**src/rtl/acc_8bits.sv**
```systemverilog
// Burst accumulator behind the 8-bit operand mux: adds or subtracts COUNT operands,
// then holds the result on a valid/ready output until it is taken.
module acc_8bits #(
  parameter int WIDTH = 8,
  parameter int COUNT = 4
) (
  input  logic             clk,
  input  logic             rst_n,
  input  logic             start,
  input  logic [WIDTH-1:0] in_data,
  input  logic             in_valid,
  output logic             in_ready,
  input  logic             op,
  output logic [WIDTH-1:0] sum,
  output logic             carry,
  output logic             out_valid,
  input  logic             out_ready,
  output logic             busy,
  output logic [1:0]       dbg_state_o
);

  // Handshakes: an operand moves on a rising edge where in_valid && in_ready;
  // the result moves on a rising edge where out_valid && out_ready. Neither
  // ready depends combinationally on the matching valid.

  localparam int CW = ($clog2(COUNT + 1) < 1) ? 1 : $clog2(COUNT + 1);
  localparam logic [CW-1:0] LAST = CW'(COUNT - 1);

  typedef enum logic [1:0] {
    IDLE  = 2'd0,
    ACCUM = 2'd1,
    DONE  = 2'd2
  } state_t;

  state_t           state_q, state_d;
  logic [WIDTH-1:0] sum_q, sum_d;
  logic             carry_q, carry_d;
  logic [CW-1:0]    cnt_q, cnt_d;

  logic [WIDTH:0]   add_ext;
  logic             xfer;

  assign add_ext = {1'b0, sum_q} + {1'b0, in_data};
  assign xfer    = (state_q == ACCUM) && in_valid;

  always_comb begin
    state_d = state_q;
    sum_d   = sum_q;
    carry_d = carry_q;
    cnt_d   = cnt_q;
    unique case (state_q)
      IDLE: begin
        if (start) begin
          state_d = ACCUM;
          sum_d   = '0;
          carry_d = 1'b0;
          cnt_d   = '0;
        end
      end
      ACCUM: begin
        if (xfer) begin
          if (!op) begin
            sum_d   = add_ext[WIDTH-1:0];
            carry_d = carry_q | add_ext[WIDTH];
          end else begin
            sum_d   = sum_q - in_data;
            carry_d = carry_q | (in_data > sum_q);
          end
          cnt_d = cnt_q + CW'(1);
          if (cnt_q == LAST) state_d = DONE;
        end
      end
      DONE: begin
        if (out_ready) state_d = IDLE;
      end
      default: state_d = IDLE;
    endcase
  end

  always_ff @(posedge clk or negedge rst_n) begin
    if (!rst_n) begin
      state_q <= IDLE;
      sum_q   <= '0;
      carry_q <= 1'b0;
      cnt_q   <= '0;
    end else begin
      state_q <= state_d;
      sum_q   <= sum_d;
      carry_q <= carry_d;
      cnt_q   <= cnt_d;
    end
  end

  // Status outputs decode the state register directly so reset clears them at once.
  assign in_ready    = (state_q == ACCUM);
  assign out_valid   = (state_q == DONE);
  assign busy        = (state_q == ACCUM) || (state_q == DONE);
  assign sum         = sum_q;
  assign carry       = carry_q;
  assign dbg_state_o = state_q;

endmodule

```
**config.mk**
```make
export PLATFORM = sky130hd
export DESIGN_NAME = acc_8bits
export DESIGN_NICKNAME = d
export VERILOG_FILES = /design/src/rtl/acc_8bits.sv
export SDC_FILE = /design/constraint.sdc
export NUM_CORES = 1
export LEC_CHECK = 0
export ABC_AREA = 1
export CAP_MARGIN = 15
export CORE_ASPECT_RATIO = 0.7
export CORE_UTILIZATION = 29
export CTS_CLUSTER_DIAMETER = 200
export DETAILED_ROUTE_END_ITERATION = 7
export SYNTH_ARGS = -nofsm -noshare
export SYNTH_HDL_FRONTEND = slang
export SYNTH_SLANG_ARGS = --single-unit
```
**constraint.sdc**
```tcl
create_clock -name clk -period 1.76 [get_ports clk]
set_input_delay 0.528 -clock clk [delete_from_list [all_inputs] [get_ports clk]]
set_output_delay 0.528 -clock clk [all_outputs]
set_load 0.01 [all_outputs]
```
==> impl_metrics.env <==
export IMPL_status="finished, violations left"
export IMPL_violations="design-rule violations"
export IMPL_track_usage_pct=15.3
export IMPL_min_period_ns=1.71
export IMPL_dr_pass1_iters=6
export IMPL_final_cell_mix="nand2_1, buf_4, inv_1, nor2_1, ha_1"
export IMPL_synth_cell_types=25
export IMPL_cts_max_level=1
export IMPL_comb_power_share_pct=68.3
export IMPL_p_int_mw=1.60
export IMPL_cts_tree="built"
export IMPL_die_w_um=84.6
export IMPL_hold_slack_ns=0.501
export IMPL_fin_area_um2=2050
export IMPL_rsz0062_at_grt="true"
export IMPL_critPathTopFamily="flip-flops"
export IMPL_wire_per_inst_um=11.3
export IMPL_slowest_delay_ns=0.39
export IMPL_ys_seq_elements=14
export IMPL_maxCapViolCount=0
export IMPL_p_sw_mw=1.28
export IMPL_final_nets=290
export IMPL_dpl_hpwl_um=2650
export IMPL_place_ws_ns=-0.579
export IMPL_peakVddDrop_uv=520
export IMPL_layout_commonest_cell="nand2_1"
export IMPL_place_gp_congestion=0.876
export IMPL_crit_chain="buf_4 -> ha_1 -> clkdlybuf4s15_1"
export IMPL_slew_violations=0
export IMPL_num_rows=20
export IMPL_num_vias=1344
export IMPL_worst_pin_slew_ns=0.296
export IMPL_syn_nets=238
export IMPL_cp_slowest_cell="dfrtp_1"
export IMPL_cts_root_buf="clkbuf_8"
export IMPL_numPortBuffers=27
export IMPL_grt_pass1_vias=1222
export IMPL_p_sw_share_pct=44.5
export IMPL_max_slew_margin_pct=80.2
export IMPL_crit_required_ns=1.23
export IMPL_synthAdderAreaFrac_pct=22.8
export IMPL_crit_type="flop to primary output"
export IMPL_setup_viol=0
export IMPL_grt_ovfl_total=0
export IMPL_avgViaCountPerCell=4.39
export IMPL_antenna_found_initial=0
export IMPL_fp_dieArea_um2=5060
export IMPL_p_clk_share_pct=11.5
export IMPL_finalSetupTns_ns=0
export IMPL_fin_crit_sh_pct=97.1
export IMPL_initial_core_util_pct=31.1
export IMPL_fillCellCount=466
export IMPL_finalHoldViolCount=0
export IMPL_cts_made_buffers=3
export IMPL_cp_arrival_ns=1.18
export IMPL_post_place_cells=299
export IMPL_fin_cells=306
export IMPL_max_freq_mhz=585
export IMPL_ant_nets=0
export IMPL_leakagePower_nw=1.11
export IMPL_wl_um=3450
export IMPL_synthSimpleGateAreaFrac_pct=27.0
export IMPL_grt_pass1_wl_um=5870
export IMPL_core_um2=4450
export IMPL_placed_area_um2=1850
export IMPL_synth_area_per_cell_um2=6.92
export IMPL_p_per_area_nw_per_um2=1400
export IMPL_crit_fanout=2
export IMPL_clk_pin_slew_ns=0.07
export IMPL_end_kind="primary output"
export IMPL_min_path_type="flop to flop"
export IMPL_drc=7
export IMPL_path_buf_inv=2
export IMPL_synth_cells=200
export IMPL_antenna_cells=0
export IMPL_synth_compound_area_share_pct=12.6
export IMPL_die_height_um=59.8
export IMPL_drive_above_1_share_pct=28.7
export IMPL_area_growth_pct=48.5
export IMPL_grt_max_degree=15
export IMPL_synth_area_mux_share_pct=0
export IMPL_synth_xor_area_share_pct=0.633
export IMPL_p_total_mw=2.88
export IMPL_drtIter0Drc=59
export IMPL_cts_path_max_buffers=2
export IMPL_clock_latency_ns=0.26
export IMPL_fin_util_pct=46.1
export IMPL_finClkSkew_ns=0.00626
export IMPL_ys_warn_count=0
export IMPL_ys_seq_area_share_pct=25.3
export IMPL_fin_ws_ns=0.0508
export IMPL_startpoint_type="flop"
export IMPL_cts_sinks=14
export IMPL_syn_cell_area_um2=1380
export IMPL_synth_top_family_by_area="simple AND/OR/NAND/NOR gates"
export IMPL_seqPwrFrac_pct=20.2
export IMPL_ios=28
==> sequential cells by signal, indices dropped and copies added, names as in the netlist <==
| name | count |
|---|---|
| carry | 1 |
| cnt_q | 3 |
| dbg_state_o | 2 |
| sum | 8 |
==> cell usage after synthesis <==
cell type | instances | area [um^2]
nand2_1 | 60 | 225
inv_1 | 32 | 120
ha_1 | 22 | 275
nor2_1 | 17 | 63.8
dfrtp_1 | 14 | 350
nand3_1 | 9 | 45.0
a21oi_1 | 7 | 35.0
o21ai_0 | 7 | 35.0
o21ai_1 | 5 | 25.0
inv_2 | 4 | 15.0
buf_2 | 3 | 15.0
nand3b_1 | 3 | 22.5
o21ai_2 | 3 | 26.3
fa_1 | 2 | 40.0
o22ai_1 | 2 | 12.5
a21o_1 | 1 | 7.51
a21oi_2 | 1 | 8.76
a22o_1 | 1 | 8.76
and2_1 | 1 | 6.26
buf_6 | 1 | 11.3
nand4_1 | 1 | 6.26
nor3_1 | 1 | 5.00
o21bai_1 | 1 | 7.51
o31ai_1 | 1 | 7.51
xor2_1 | 1 | 8.76
==> metal layers <==
layer	global-route usage [%]	share of wire, %	up-vias
li1	-	-	729
met1	22.4	55	577
met2	22.3	37	33
met3	3.45	6.4	5
met4	4.36	1.2	0
met5	0	0	-
==> kinds of logic after synthesis <==
logic type / after synthesis
AND/OR/NAND/NOR: 92
AO/OA/AOI/OAI: 29
adder cells (fa/ha/maj): 24
XOR/XNOR: 1
buffers and inverters: 40
flip-flops: 14
==> worst paths after layout <==
path,depth (start not counted),end,slack [ns],start
min in group asynchronous,2,sum[6],0.58,rst_n
worst max-delay path,3,out_valid,0.05,dbg_state_o[1]
max in group asynchronous,2,sum[7],0.98,rst_n
worst max register to register,12,sum[6],0.07,sum[0]
worst min-delay path,1,cnt_q[0],0.50,cnt_q[0]
worst min register to register,1,cnt_q[0],0.50,cnt_q[0]
==> power by group through the flow <==
stage          Clock (mW)  Combinational, mW  Sequential [mW]
2_1_floorplan           0               1.04            0.591
3_3_place_gp            0               1.83            0.560
3_5_place_dp            0               1.83            0.560
4_1_cts             0.339               1.91            0.580
5_1_grt             0.359               2.22            0.605
6_report            0.332               1.97            0.584
==> timing repair <==
action	in CTS	in global routing
hold buffers	0	0
gates resized for setup	43	24
pin swaps	10	8
endpoints found under the setup margin	13	10
setup buffers	2	1
==> final cells by class <==
class	instances	area [um^2]	share of cell area, %
inverters	36	135	6.58
clock buffers	4	55.1	2.68
repair buffers	51	428	20.8
multi-input cells	146	1010	49.2
well taps	55	68.8	3.35
flip-flops and latches	14	357	17.4
No activity file was read; power rests on OpenSTA's default activity.
